**src/rtl/wen_dec_pkg.sv**
```systemverilog
// Shared definitions for the write-enable decoder pipeline.
// Holds the default parameter values and the one-hot decode helper used by
// the RTL decode stage.
package wen_dec_pkg;

  localparam int unsigned ADDR_W_DEF = 5;
  localparam int unsigned STAGES_DEF = 1;

  // Widest index the decode helper supports; narrower users cast down.
  localparam int unsigned MAX_ADDR_W = 8;
  localparam int unsigned MAX_OUT_W  = 1 << MAX_ADDR_W;

  // One-hot decode of addr, all-zero when en is low.
  function automatic logic [MAX_OUT_W-1:0] onehot_dec(input logic [MAX_ADDR_W-1:0] addr,
                                                      input logic                  en);
    logic [MAX_OUT_W-1:0] vec;
    vec = '0;
    if (en) vec[addr] = 1'b1;
    return vec;
  endfunction

endpackage

```
**src/rtl/wen_dec_slice.sv**
```systemverilog
// One valid/ready register slice of the decoder pipeline.
// Ports:
//   clk_i, rst_i   clock, synchronous active-high reset
//   load           slice takes the upstream beat (or bubble) this cycle
//   up_valid       upstream beat valid
//   up_data        upstream payload {en, addr}
//   dn_valid       stored beat valid (registered)
//   dn_data        stored payload (registered)
// The ready chain lives in the top so the whole chain resolves in one block.
module wen_dec_slice #(
  parameter int unsigned W = 6
) (
  input  logic         clk_i,
  input  logic         rst_i,
  input  logic         load,
  input  logic         up_valid,
  input  logic [W-1:0] up_data,
  output logic         dn_valid,
  output logic [W-1:0] dn_data
);

  // Loading a bubble clears the valid bit; loading a beat replaces contents.
  always_ff @(posedge clk_i) begin
    if (rst_i) begin
      dn_valid <= 1'b0;
      dn_data  <= '0;
    end else if (load) begin
      dn_valid <= up_valid;
      dn_data  <= up_data;
    end
  end

endmodule

```
**src/rtl/wen_decoder_pipe.sv**
```systemverilog
// Register-file write-enable decoder with a STAGES-deep valid/ready pipeline.
// An ADDR_W-bit index becomes a 2**ADDR_W one-hot enable, gated by en_i.
// Ports:
//   clk_i, rst_i       clock, synchronous active-high reset
//   valid_i, ready_o   upstream handshake (ready_o is combinational)
//   addr_i, en_i       register index and write enable of the request
//   valid_o, ready_i   downstream handshake
//   data_o             one-hot (or zero) write-enable vector, decoded from the last slice
// Build option: define WEN_DEC_X0_MASK_EN to force data_o to zero for index 0
// (x0 hardwired to zero); the beat is still emitted.
module wen_decoder_pipe
  import wen_dec_pkg::*;
#(
  parameter int unsigned ADDR_W = ADDR_W_DEF,
  parameter int unsigned STAGES = STAGES_DEF
) (
  input  logic                   clk_i,
  input  logic                   rst_i,
  input  logic                   valid_i,
  output logic                   ready_o,
  input  logic [ADDR_W-1:0]      addr_i,
  input  logic                   en_i,
  output logic                   valid_o,
  input  logic                   ready_i,
  output logic [(1<<ADDR_W)-1:0] data_o
);

  localparam int unsigned OUT_W = 1 << ADDR_W;
  localparam int unsigned PW    = ADDR_W + 1;

  // Index 0 is the pipeline input; index k+1 is the output of slice k.
  logic [STAGES:0] cv;
  logic [PW-1:0]   cd [STAGES+1];
  logic [STAGES:0] rdy_c;

  logic              last_en;
  logic [ADDR_W-1:0] last_addr;

  assign cv[0] = valid_i;
  assign cd[0] = {en_i, addr_i};

  // Ready chain: a slice can load when empty or when its successor can load.
  always_comb begin
    rdy_c         = '0;
    rdy_c[STAGES] = ready_i;
    for (int k = int'(STAGES) - 1; k >= 0; k--) begin
      rdy_c[k] = ~cv[k+1] | rdy_c[k+1];
    end
  end

  assign ready_o = rdy_c[0];

  for (genvar k = 0; k < int'(STAGES); k++) begin : g_slice
    wen_dec_slice #(.W(PW)) u_slice (
      .clk_i    (clk_i),
      .rst_i    (rst_i),
      .load     (rdy_c[k]),
      .up_valid (cv[k]),
      .up_data  (cd[k]),
      .dn_valid (cv[k+1]),
      .dn_data  (cd[k+1])
    );
  end

  assign valid_o              = cv[STAGES];
  assign {last_en, last_addr} = cd[STAGES];

  // Decode straight from the last slice so a stalled beat stays stable.
  always_comb begin
    data_o = OUT_W'(onehot_dec(MAX_ADDR_W'(last_addr), last_en & valid_o));
`ifdef WEN_DEC_X0_MASK_EN
    if (last_addr == '0) data_o = '0;
`endif
  end

`ifndef SYNTHESIS
  // Upstream must hold valid_i and its payload stable while stalled.
  logic          stall_q;
  logic [PW-1:0] held_q;

  always_ff @(posedge clk_i) begin
    if (rst_i) stall_q <= 1'b0;
    else       stall_q <= valid_i & ~ready_o;
    held_q <= cd[0];
  end

  always @(posedge clk_i) begin
    if (!rst_i && stall_q) assert (valid_i && (cd[0] == held_q));
  end
`endif

endmodule

```
**config.mk**
```make
export PLATFORM = sky130hd
export DESIGN_NAME = wen_decoder_pipe
export DESIGN_NICKNAME = d
export VERILOG_FILES = /design/src/rtl/wen_dec_pkg.sv /design/src/rtl/wen_dec_slice.sv /design/src/rtl/wen_decoder_pipe.sv
export SDC_FILE = /design/constraint.sdc
export NUM_CORES = 1
export LEC_CHECK = 0
export BUFFER_PORTS_ARGS = -buffer_cell sky130_fd_sc_hd__buf_2
export CAP_MARGIN = 20
export CORE_MARGIN = 2
export CORE_UTILIZATION = 40
export CTS_BUF_LIST = sky130_fd_sc_hd__clkbuf_16
export CTS_CLUSTER_DIAMETER = 60
export DETAILED_ROUTE_END_ITERATION = 7
export GPL_TIMING_DRIVEN = 0
export PLACE_DENSITY_LB_ADDON = 0.08
export SYNTH_ARGS = -nofsm -noshare
export SYNTH_HDL_FRONTEND = slang
export SYNTH_SLANG_ARGS = --single-unit
```
**constraint.sdc**
```tcl
create_clock -name clk_i -period 1.5 [get_ports clk_i]
set_input_delay 0.225 -clock clk_i [delete_from_list [all_inputs] [get_ports clk_i]]
set_output_delay 0.225 -clock clk_i [all_outputs]
set_load 0.02 [all_outputs]
```
Word-level counts from Yosys, hierarchy flattened
Index checks and enable logic that the tools add are counted.
{ "classes": {"n_mux": 3, "reduce_logical": 1, "add_sub_neg": 0, "shifts": 0, "multipliers": 0, "n_eq_ne": 0, "n_lt_le_gt_ge": 2, "n_bitwise": 3, "div": 0} }
{ "op_table": {"columns": ["op", "n"], "rows": [
  ["32-bit 2-to-1 mux", 1],
  ["5-bit by 9-bit < comparator with 1-bit output, second input constant", 1],
  ["1-bit demux with 5-bit select", 1],
  ["5-bit by 1-bit >= comparator with 1-bit output, second input constant", 1],
  ["1-bit bitwise AND", 1],
  ["1-bit logical AND", 1],
  ["1-bit 2-to-1 mux", 1],
  ["1-bit NOT", 1],
  ["1-bit bitwise OR", 1]
]} }
{ "totals": {"ram_bits": 0, "out_inout_bits": 34, "latch_bits": 0, "regBits": 7, "n_memories": 0, "inputBits": 10, "mem_bits_ro": 0} }

Depth between registers and ports, before layout
Gate-level depths: netlist (run 1).
{ "logic_depth": {"ltp_word": 5, "depth_mapped": 4, "ltp_nobuf": 3} }

Hierarchy
A second synthesis (run 1) with hierarchy kept.
{ "unflattened": {"hier_cells": 68, "area_unflattened_um2": 480.5} }
{ "by_module_without_submodules": {"columns": ["module", "cells_each", "instances", "seq_area_each_um2", "area_per_inst_um2"], "rows": [
  ["wen_dec_slice", 22, 1, 140.1, 247.7],
  ["wen_decoder_pipe", 46, 1, 0.0, 232.7]
]} }

Worst setup path before layout (run 1)
No wires, ideal clock.
{ "synth_timing": {"kind": "register to output", "from": "register g_slice[0].u_slice.dn_valid", "to": "output port data_o[10]", "n_path_buf": 1, "arrival_time_ps": 1267, "stages_incl_launch_ff": 4, "setup_slack_ps": 8, "path_cell_list": "dfxtp_1 > buf_2 > nand4b_1 > nor2_1"} }
{ "synth_via": {"elab_chain_cells": 2} }
{ "synth_lines": {"columns": ["element", "line_no", "rtl"], "rows": [
  ["start: declaration", "wen_dec_slice.sv:18", "output logic dn_valid,"],
  ["start signal: assignment", "wen_dec_slice.sv:28", "dn_valid <= up_valid;"],
  ["1-bit bitwise AND", "wen_decoder_pipe.sv:70", "data_o = OUT_W'(onehot_dec(MAX_ADDR_W'(last_addr), last_en & valid_o));"],
  ["32-bit 2-to-1 mux", "wen_dec_pkg.sv:18", "if (en) vec[addr] = 1'b1;"],
  ["end: declaration", "wen_decoder_pipe.sv:25", "output logic [(1<<ADDR_W)-1:0] data_o"]
]} }
No other way between the ends.

Final worst setup path (run 1)
{ "layout_timing": {"from": "register g_slice[0].u_slice.dn_data[4]", "to": "output port data_o[16]"} }
{ "layout_via": {"elab_chain_cells": 5, "elab_cells_between_ends": 6, "classes_between": "order compare (2); mux (3); reduce/logical (1)"} }
{ "layout_lines": {"columns": ["element", "line_no", "rtl"], "rows": [
  ["start: declaration", "wen_dec_slice.sv:19", "output logic [W-1:0] dn_data"],
  ["start signal: assignment", "wen_dec_slice.sv:29", "dn_data <= up_data;"],
  ["5-bit by 9-bit < comparator with 1-bit output (implied by the code) / 5-bit by 1-bit >= comparator with 1-bit output (equally long branches)", "wen_dec_pkg.sv:18", null],
  ["1-bit logical AND (implied by the code)", "wen_dec_pkg.sv:18", null],
  ["1-bit 2-to-1 mux (implied by the code)", "wen_dec_pkg.sv:18", null],
  ["1-bit demux with 5-bit select *", "wen_dec_pkg.sv:18", null],
  ["32-bit 2-to-1 mux *", "wen_dec_pkg.sv:18", null]
]} }
Every way passes the cells marked *; elsewhere a longest branch is shown, timed or not.

==> impl_metrics.py, run 1 <==
metrics = {
    "timing": {
        "slew_violations": 0,
        "fin_ws_ps": -57.68,
        "max_freq_mhz": 642.0,
        "min_period_over_period": 1.038,
        "fin_crit_ps": 1558,
        "setup_viol": 9,
        "relSlewSlack": 0.7965,
        "finalHoldViolCount": 0,
        "hold-worst-slack_ps": 219.4,
        "rsz0062_at_grt": "yes",
        "fin_skew_ps": 0.2774,
        "max_slew.worst_pin.slew_ps": 305.2,
    },
    "worst_setup_path": {
        "crit_fanout": 9,
        "arrival_ps": 1330,
        "cp_slowest_stage_delay_ps": 430,
        "criticalPathCategory": "flop to output port",
        "critPathBufInv": 1,
        "worstPathRequired_ps": 1270,
        "slowest_stage": "or3b_4",
        "rr_startpoint": "g_slice[0].u_slice.dn_valid",
        "crit_family": "simple AND/OR/NAND/NOR gates",
        "crit_path_start_kind": "flop",
        "crit_chain": "or3b_4 > nor2_1 > buf_4",
        "worstSetupEndpointType": "output port",
        "r2r_slack_ps": 530,
        "r2r_cells": 4,
        "r2r-end": "g_slice[0].u_slice.dn_valid",
    },
    "outcome": {
        "violations": "setup timing",
        "status": "finished, violations left",
    },
    "die": {
        "dieArea_sq_mm": 0.001634,
        "start_util": 0.4181,
        "die_h_microns": 40.42,
        "ios": 44,
        "rows": 13,
        "core_sq_mm": 0.001269,
        "die_width_microns": 40.42,
    },
    "synth": {
        "synth_area_leaders": "dfxtp_1, nor2_1, nand4bb_1, nand2b_1, or3b_4",
        "synthAdderAreaFrac": 0,
        "synth_top_family_by_area": "simple AND/OR/NAND/NOR gates",
        "ys_warn_count": 0,
        "synth_cells": 76,
        "yosysMostFrequentCell": "nor2_1",
        "synth_xor_area_frac": 0,
        "synth_cell_type_count": 16,
        "synthArstFlopShare": 0,
        "synth-compound-area-share": 0.06604,
        "seq_area_frac_synth": 0.2642,
        "ys_ff_latch": 7,
        "synth_top_area_frac": 0.2642,
        "synthFlopType": "dfxtp_1",
        "synth_top_cell_by_area": "dfxtp_1",
        "synthTopCellsByCount": "nor2_1, dfxtp_1, nand4bb_1",
        "synth-edff-count": 0,
        "netlist_area_sq_um": 530.5,
        "synthMuxAreaShare": 0,
        "synth_fp_nets": 86,
        "synth.avg_cell_area_sq_um": 6.980,
        "synthSimpleGateAreaFrac": 0.6321,
    },
    "min_path": {
        "hp-class": "input port to flop",
        "holdPathStages": 3,
        "hold_end": "g_slice[0].u_slice.dn_valid",
        "min_from": "valid_i",
    },
    "drt": {
        "viasPerCell": 5.042,
        "vias": 721,
        "wl_mm": 1.877,
        "drt-pass1-iter-count": 2,
        "drc": 0,
        "drtIter0Drc": 8,
        "routedWlPerCell_microns": 13.13,
        "ant_nets": 0,
    },
    "pwr": {
        "p_leak_uw": 0.0004593,
        "vdd_drop_max_mv": 0.8702,
        "power_density_mw_per_mm2": 731.9,
        "total_power_uw": 776.5,
    },
    "global_route": {
        "grt_start_max_net_pins": 11,
        "gr-usage-all-layers": 0.2175,
        "grt_antenna_before_repair": 0,
        "grt_pass1_vias": 577,
        "grt_overflow": 0,
        "grt_pass1_wl_mm": 2.352,
    },
    "final_layout": {
        "fin_cells": 143,
        "area_growth_pct": 100.0,
        "finalNetCount": 139,
        "antennaDiodeCount": 0,
        "drive_gt1_frac": 0.5859,
    },
    "job": {
        "max_cap_violations": 0,
    },
    "clock_tree": {
        "cts_tree": "done",
        "clk_pin_slew_ps": 40,
        "cts_buffers": 3,
        "ctsLongestPathBuffers": 2,
        "root_buffer": "clkbuf_16",
        "cts.sinks": 7,
        "cts_hold_buffers": 0,
        "clk_latency_ps": 230,
        "htreeDepth": 1,
    },
    "placement": {
        "place_inst": 134,
        "dpl.hpwl_mm": 1.159,
        "io_buffers": 43,
        "place.gp.congestion": 0.6578,
    },
}
==> flip-flops by register name (all words and copies together), names as in the netlist <==
name	count
g_slice.u_slice.dn_data	6
g_slice.u_slice.dn_valid	1
==> worst reg2reg max path, delay by kind of cell (launching register included) <==
kind	cells	cell delay, ps
flops	1	340
simple gates	1	230
buf+inv	2	200
compound gates	1	130
==> repair_timing <==
item                       CTS  global route
resized for setup           17            42
setup endpoints to repair   33            29
setup buffers                3             3
pin swaps                    3             0
==> layer usage <==
layer,GRT usage,wire length [microns]
met4,0.1583,27
met2,0.3929,1011
met3,0,85
met5,0,0
met1,0.2417,752
==> area by class of cell <==
| type | count | area (sq um) |
|---|---|---|
| Buffer | 2 | 15.01 |
| Clock buffer | 3 | 75.07 |
| Clock inverter | 1 | 3.754 |
| Fill cell | 87 | 207.7 |
| Inverter | 2 | 7.507 |
| Multi-Input combinational cell | 64 | 431.7 |
| Sequential cell | 7 | 156.4 |
| Tap cell | 15 | 18.77 |
| Timing Repair Buffer | 49 | 352.8 |
==> per-stage QoR <==
stage	setup WS (ps)	utilization	cell area, sq um	TNS [ps]
finish	-57.68	0.8363	1061	-172.8
global route	-89.04	0.8363	1061	-722.8
CTS	0.8266	0.7209	914.6	0
detailed placement	3.482	0.6026	764.5	0
global placement	37.63	0.6026	764.5	0
floorplan	7.732	-	530.5	0
==> cell families (layout without fill, tap and decap cells) <==
kind of cell / Yosys count / after routing
DFF: 7 / 7
AOI/OAI and AO/OA: 7 / 7
and+or+nand+nor: 57 / 57
buffers and inverters: 5 / 57
==> how the worst max path moves through the flow <==
stage | depth (start not counted) | startpoint | end
CTS | 3 | g_slice[0].u_slice.dn_data[4] | data_o[17]
detailed placement | 4 | g_slice[0].u_slice.dn_valid | data_o[6]
floorplan | 3 | g_slice[0].u_slice.dn_valid | data_o[10]
global route | 3 | g_slice[0].u_slice.dn_data[4] | data_o[16]
global placement | 4 | g_slice[0].u_slice.dn_valid | data_o[9]
finish | 3 | g_slice[0].u_slice.dn_data[4] | data_o[16]
==> where the power goes <==
part,internal [uW],switching (uW)
combinational,58.0,52.7
clock,346,98.7
sequential,199,22.1
total,603,174
==> placed cells by master (no fill, tap or decap) <==
cell type and count:
nand3_1 1, a21oi_1 1, buf_4 13, nand3b_1 3
dfxtp_2 1, dfxtp_4 4, inv_1 3, nand4b_1 2
nor2_4 2, o21ai_0 6, nor2_1 20, nand4bb_4 1
nand2b_1 6, clkbuf_16 3, nand4_1 1, buf_2 24
buf_6 13, dfxtp_1 2, and2b_1 1, or3_4 1
nor2_2 10, or3b_4 3, nand4bb_1 6, clkbuf_1 1
(Power assumes the default switching activity.)
==> run 2: changes to the inputs <==
--- a/config.mk
+++ b/config.mk
@@ -5,6 +5,7 @@
 export SDC_FILE = /design/constraint.sdc
 export NUM_CORES = 1
 export LEC_CHECK = 0
+export ABC_AREA = 1
 export BUFFER_PORTS_ARGS = -buffer_cell sky130_fd_sc_hd__buf_2
 export CAP_MARGIN = 20
 export CORE_MARGIN = 2
==> impl_metrics.py, run 2 <==
metrics = {
    "synth": {
        "ys_ff_latch": 7,
        "synth_area_leaders": "nor2_1, dfxtp_1, nand3_1, nand3_4, inv_1",
        "synth_cell_type_count": 11,
        "ys_warn_count": 0,
        "synth_top_cell_by_area": "nor2_1",
        "synth.avg_cell_area_sq_um": 6.105,
        "synth_top_area_frac": 0.3108,
        "synth_cells": 91,
        "seq_area_frac_synth": 0.2523,
        "synth-edff-count": 0,
        "synthFlopType": "dfxtp_1",
        "synth_fp_nets": 101,
        "synth_xor_area_frac": 0,
        "netlist_area_sq_um": 555.5,
        "synthArstFlopShare": 0,
        "synthSimpleGateAreaFrac": 0.6441,
        "yosysMostFrequentCell": "nor2_1",
        "synthMuxAreaShare": 0,
        "synthTopCellsByCount": "nor2_1, nand3_1, dfxtp_1",
        "synth_top_family_by_area": "simple AND/OR/NAND/NOR gates",
        "synth-compound-area-share": 0,
        "synthAdderAreaFrac": 0,
    },
    "clock_tree": {
        "cts_tree": "done",
        "cts_hold_buffers": 0,
        "ctsLongestPathBuffers": 2,
        "cts.sinks": 7,
        "clk_latency_ps": 230,
        "cts_buffers": 3,
        "clk_pin_slew_ps": 40,
        "htreeDepth": 1,
        "root_buffer": "clkbuf_16",
    },
    "min_path": {
        "hp-class": "input port to flop",
    },
    "die": {
        "ios": 44,
        "die_h_microns": 41.27,
        "rows": 13,
        "core_sq_mm": 0.001301,
        "start_util": 0.4269,
        "die_width_microns": 41.27,
        "dieArea_sq_mm": 0.001703,
    },
    "placement": {
        "place.gp.congestion": 0.6780,
        "io_buffers": 43,
        "place_inst": 149,
        "place_area_sq_um": 789.5,
        "dpl.hpwl_mm": 1.197,
    },
    "worst_setup_path": {
        "criticalPathCategory": "flop to output port",
        "worstPathRequired_ps": 1270,
        "worstSetupEndpointType": "output port",
        "crit_fanout": 8,
        "crit_path_start_kind": "flop",
        "arrival_ps": 1270,
    },
    "final_layout": {
        "drive_gt1_frac": 0.4643,
        "final_common_cell": "nor2_1",
        "fill_cells": 119,
        "stdcell_area_sq_um": 930.9,
        "final_cell_mix": "nor2_1, buf_2, nand3_1",
        "finalNetCount": 151,
        "area_growth_pct": 67.57,
        "antennaDiodeCount": 0,
        "largest_reg_flops": 6,
        "reg_top3": "g_slice.u_slice.dn_data: 6 flops, g_slice.u_slice.dn_valid: 1 flops",
        "fin_cells": 155,
        "largest_register": "g_slice.u_slice.dn_data",
    },
    "drt": {
        "routedWlPerCell_microns": 10.66,
        "ant_nets": 0,
        "wl_mm": 1.653,
        "drc": 0,
        "vias": 730,
        "drt-pass1-iter-count": 4,
        "viasPerCell": 4.710,
        "drtIter0Drc": 20,
    },
    "global_route": {
        "grt_start_max_net_pins": 9,
        "gr-usage-all-layers": 0.1962,
        "grt_pass1_wl_mm": 2.104,
        "grt_overflow": 0,
        "grt_pass1_vias": 513,
        "grt_antenna_before_repair": 0,
    },
    "outcome": {
        "status": "finished clean",
    },
    "timing": {
        "tns_ps": 0,
        "slew_violations": 0,
        "max_freq_mhz": 669.4,
        "setup_viol": 0,
        "max_slew.worst_pin.slew_ps": 250.5,
        "fin_skew_ps": 1.086,
        "finalHoldViolCount": 0,
        "relSlewSlack": 0.8328,
        "min_period_over_period": 0.9959,
        "fin_crit_ps": 1494,
        "rsz0062_at_grt": "yes",
    },
    "pwr": {
        "seq_power_share": 0.279,
        "power_density_mw_per_mm2": 843.1,
        "vdd_drop_max_mv": 0.9092,
        "p_comb_frac": 0.148,
        "p_sw_frac": 0.2483,
        "p_leak_uw": 0.0004816,
        "pwr-share-clk": 0.572,
        "p_sw_uw": 194.8,
        "internal_power_uw": 590.0,
    },
    "job": {
        "max_cap_violations": 0,
    },
}
run 2: repair_timing:
item	4_1_cts	5_1_grt
buffers inserted	0	2
pin swaps	0	1
gates resized for setup	1	16
endpoints found under the setup margin	1	28
run 2: area by class of cell:
| cell class | instances | area, sq um | area share |
|---|---|---|---|
| repair buffers | 45 | 256.5 | 0.2755 |
| flip-flops and latches | 7 | 141.4 | 0.1519 |
| plain buffers | 1 | 11.26 | 0.01210 |
| multi-input cells | 72 | 375.4 | 0.4032 |
| well taps | 15 | 18.77 | 0.02016 |
| inverters | 11 | 48.80 | 0.05242 |
| clock inverters | 1 | 3.754 | 0.004032 |
| clock buffers | 3 | 75.07 | 0.08065 |
run 2: critical path, stage by stage, from the launching register on:
cell	delay, ps
dfxtp_2	320
buf_6	110
nand2_4	60
inv_8	80
nand3_4	110
nor2_1	150
buf_2	200
run 2: layer usage:
| layer | GRT usage | part of all wire | up-vias |
|---|---|---|---|
| li1 | - | - | 378 |
| met3 | 0.03261 | 0.062 | 4 |
| met2 | 0.3516 | 0.52 | 31 |
| met4 | 0.1210 | 0.019 | 0 |
| met1 | 0.2104 | 0.40 | 317 |
| met5 | 0 | 0 | - |
run 2: cells by family (layout without fill, tap and decap cells):
logic type	after synthesis	count (layout)
simple gates	72	72
buf+inv	12	61
flops	7	7
run 2: final timing paths:
kind	slack, ps	cells past startpoint	endpoint	startpoint
worst max register to register	540	6	g_slice[0].u_slice.dn_data[4]	g_slice[0].u_slice.dn_valid
worst max-delay path	6	6	data_o[28]	g_slice[0].u_slice.dn_valid
worst min-delay path	160	2	g_slice[0].u_slice.dn_valid	rst_i
worst min register to register	570	4	g_slice[0].u_slice.dn_data[5]	g_slice[0].u_slice.dn_data[5]
run 2: per-stage QoR:
step	util	hold slack (ps)	power, uW	worst slack (ps)
5_1_grt	0.7154	170.6	814.1	-39.73
3_3_place_gp	0.6067	399.8	324.3	301.8
2_1_floorplan	-	297.4	295.4	143.1
6_report	0.7154	155.9	784.9	6.131
3_5_place_dp	0.6067	405.2	327.9	273.7
4_1_cts	0.6692	165.0	781.1	7.897
run 2: power by group through the flow:
stage / logic (uW) / registers (uW) / clock network [uW]
global placement: 104 / 220 / 0
global route: 130 / 221 / 463
CTS: 108 / 218 / 455
floorplan: 74.6 / 221 / 0
detailed placement: 107 / 221 / 0
finish: 116 / 219 / 449
==> run 3: changes to the inputs <==
--- a/config.mk
+++ b/config.mk
@@ -8,8 +8,10 @@
 export ABC_AREA = 1
 export BUFFER_PORTS_ARGS = -buffer_cell sky130_fd_sc_hd__buf_2
 export CAP_MARGIN = 20
+export CELL_PAD_IN_SITES_DETAIL_PLACEMENT = 1
+export CELL_PAD_IN_SITES_GLOBAL_PLACEMENT = 2
 export CORE_MARGIN = 2
-export CORE_UTILIZATION = 40
+export CORE_UTILIZATION = 16
 export CTS_BUF_LIST = sky130_fd_sc_hd__clkbuf_16
 export CTS_CLUSTER_DIAMETER = 60
 export DETAILED_ROUTE_END_ITERATION = 7
@@ -17,4 +19,5 @@
 export PLACE_DENSITY_LB_ADDON = 0.08
 export SYNTH_ARGS = -nofsm -noshare
 export SYNTH_HDL_FRONTEND = slang
+export SYNTH_HIERARCHICAL = 1
 export SYNTH_SLANG_ARGS = --single-unit
==> impl_metrics.py, run 3 <==
metrics = {
    "outcome": {
        "status": "finished clean",
    },
    "synth": {
        "synth_cell_type_count": 8,
        "synth_fp_nets": 112,
        "synth_area_leaders": "nor2_1, dfxtp_1, nand2_1, inv_1, nand3_1",
        "seq_area_frac_synth": 0.2673,
        "ys_ff_latch": 7,
        "netlist_area_sq_um": 524.3,
        "synth-edff-count": 0,
        "synth_top_cell_by_area": "nor2_1",
        "synth_cells": 102,
        "ys_warn_count": 6,
        "synthTopCellsByCount": "nor2_1, nand2_1, inv_1",
        "synthArstFlopShare": 0,
        "yosysMostFrequentCell": "nor2_1",
        "synthFlopType": "dfxtp_1",
        "synth_top_area_frac": 0.3508,
        "synth.avg_cell_area_sq_um": 5.140,
    },
    "placement": {
        "dpl.hpwl_mm": 1.563,
        "io_buffers": 43,
        "place.gp.congestion": 0.6810,
        "place_area_sq_um": 794.5,
    },
    "timing": {
        "setup_viol": 0,
        "hold-worst-slack_ps": 280.3,
        "finalHoldViolCount": 0,
        "fin_skew_ps": 0.5312,
        "tns_ps": 0,
        "min_period_over_period": 0.9368,
        "relSlewSlack": 0.8659,
        "slew_violations": 0,
        "fin_crit_ps": 1405,
        "max_slew.worst_pin.slew_ps": 200.9,
        "rsz0062_at_grt": "yes",
        "max_freq_mhz": 711.7,
    },
    "final_layout": {
        "fill_cells": 437,
        "final_common_cell": "nor2_1",
        "drive_gt1_frac": 0.3960,
        "antennaDiodeCount": 0,
        "reg_top3": "g_slice.u_slice/dn_data: 6 flops, g_slice.u_slice/dn_valid: 1 flops",
        "final_cell_mix": "nor2_1, buf_2, nand2_1",
        "finalNetCount": 160,
        "area_growth_pct": 73.03,
        "largest_reg_flops": 6,
        "stdcell_area_sq_um": 907.1,
        "largest_register": "g_slice.u_slice/dn_data",
    },
    "die": {
        "start_util": 0.1703,
        "die_h_microns": 61.24,
        "ios": 44,
        "rows": 20,
        "dieArea_sq_mm": 0.003750,
        "die_width_microns": 61.24,
        "core_sq_mm": 0.003078,
    },
    "clock_tree": {
        "cts_hold_buffers": 0,
        "cts_buffers": 3,
        "post_cts_resize_count": 0,
        "ctsLongestPathBuffers": 2,
        "cts_tree": "done",
        "postCtsSetupBuffers": 0,
        "root_buffer": "clkbuf_16",
        "cts.sinks": 7,
        "clk_pin_slew_ps": 40,
        "clk_latency_ps": 230,
        "htreeDepth": 1,
    },
    "drt": {
        "viasPerCell": 3.870,
        "ant_nets": 0,
        "drc": 0,
        "routedWlPerCell_microns": 9.746,
        "drtIter0Drc": 14,
        "drt-pass1-iter-count": 4,
        "vias": 747,
        "wl_mm": 1.881,
    },
    "worst_setup_path": {
        "critPathBufInv": 2,
        "arrival_ps": 1180,
        "worstPathRequired_ps": 1270,
        "slowest_stage": "dfxtp_1",
        "crit_path_start_kind": "flop",
        "worstSetupEndpointType": "output port",
        "crit_family": "flip-flops",
        "criticalPathCategory": "flop to output port",
        "cp_slowest_stage_delay_ps": 350,
        "crit_fanout": 8,
        "crit_chain": "nand2_1 > inv_4 > nand2_4 > nor2_1 > buf_2",
    },
    "min_path": {
        "hp-class": "input port to flop",
    },
    "pwr": {
        "p_sw_frac": 0.2339,
        "seq_power_share": 0.288,
        "total_power_uw": 762.2,
        "pwr-share-clk": 0.581,
        "vdd_drop_max_mv": 0.4311,
        "p_leak_uw": 0.0005792,
        "p_sw_uw": 178.3,
        "power_density_mw_per_mm2": 840.2,
        "p_comb_frac": 0.132,
        "internal_power_uw": 583.9,
    },
    "global_route": {
        "grt_pass1_wl_mm": 2.953,
        "grt_overflow": 0,
        "grt_pass1_vias": 665,
        "grt_start_max_net_pins": 11,
        "grt_antenna_before_repair": 0,
        "gr-usage-all-layers": 0.1054,
    },
    "job": {
        "max_cap_violations": 0,
    },
}
## run 3: area by class of cell
class / instances / area (sq um) / share of cell area
multi-input combinational: 78 / 340.3 / 0.3752
inverter: 16 / 62.56 / 0.06897
clock inverter: 1 / 3.754 / 0.004138
buffer: 1 / 11.26 / 0.01241
clock buffer: 3 / 75.07 / 0.08276
timing repair buffer: 43 / 215.2 / 0.2372
sequential: 7 / 143.9 / 0.1586
tap: 44 / 55.05 / 0.06069
## run 3: cells by family (layout without fill, tap and decap cells)
logic type,Yosys count,count (layout),synth area share
simple gates,78,78,0.5967
buf+inv,17,64,0.1360
flops,7,7,0.2673
## run 3: routing by layer
layer / wire, microns / share of wire / vias to the layer above / track usage
met1: 872 / 0.46 / 340 / 0.1371
met4: 0 / 0 / 0 / 0.01863
met5: 0 / 0 / - / 0
met3: 102 / 0.054 / 0 / 0.03782
met2: 907 / 0.48 / 17 / 0.1702
li1: - / - / 390 / -
## run 3: worst register-to-register path, delay by kind of cell (launching register included)
kind | cells | cell delay [ps]
flops | 1 | 350
simple gates | 4 | 360
buf+inv | 1 | 180
## run 3: worst paths after layout
path / start / endpoint / slack [ps] / cells past startpoint
setup / recovery: g_slice[0].u_slice/dn_valid / data_o[29] / 90 / 5
hold reg to reg: g_slice[0].u_slice/dn_data[5] / g_slice[0].u_slice/dn_data[5] / 470 / 2
hold / removal: valid_i / g_slice[0].u_slice/dn_valid / 280 / 5
setup reg to reg: g_slice[0].u_slice/dn_valid / g_slice[0].u_slice/dn_data[4] / 550 / 5
## run 3: per-stage QoR
step	util	setup WS (ps)	instances
2_1_floorplan	-	225.2	102
3_5_place_dp	0.2581	264.1	189
6_report	0.2947	94.84	193
5_1_grt	0.2947	-27.05	193
4_1_cts	0.2837	12.30	193
3_3_place_gp	0.2581	314.5	189
## run 3: power by group through the flow
stage          clock network, uW  registers, uW  logic (uW)
2_1_floorplan                  0            218        63.7
6_report                     442            219         100
3_3_place_gp                   0            219        93.5
4_1_cts                      454            218        95.8
5_1_grt                      461            223         117
3_5_place_dp                   0            220        95.5
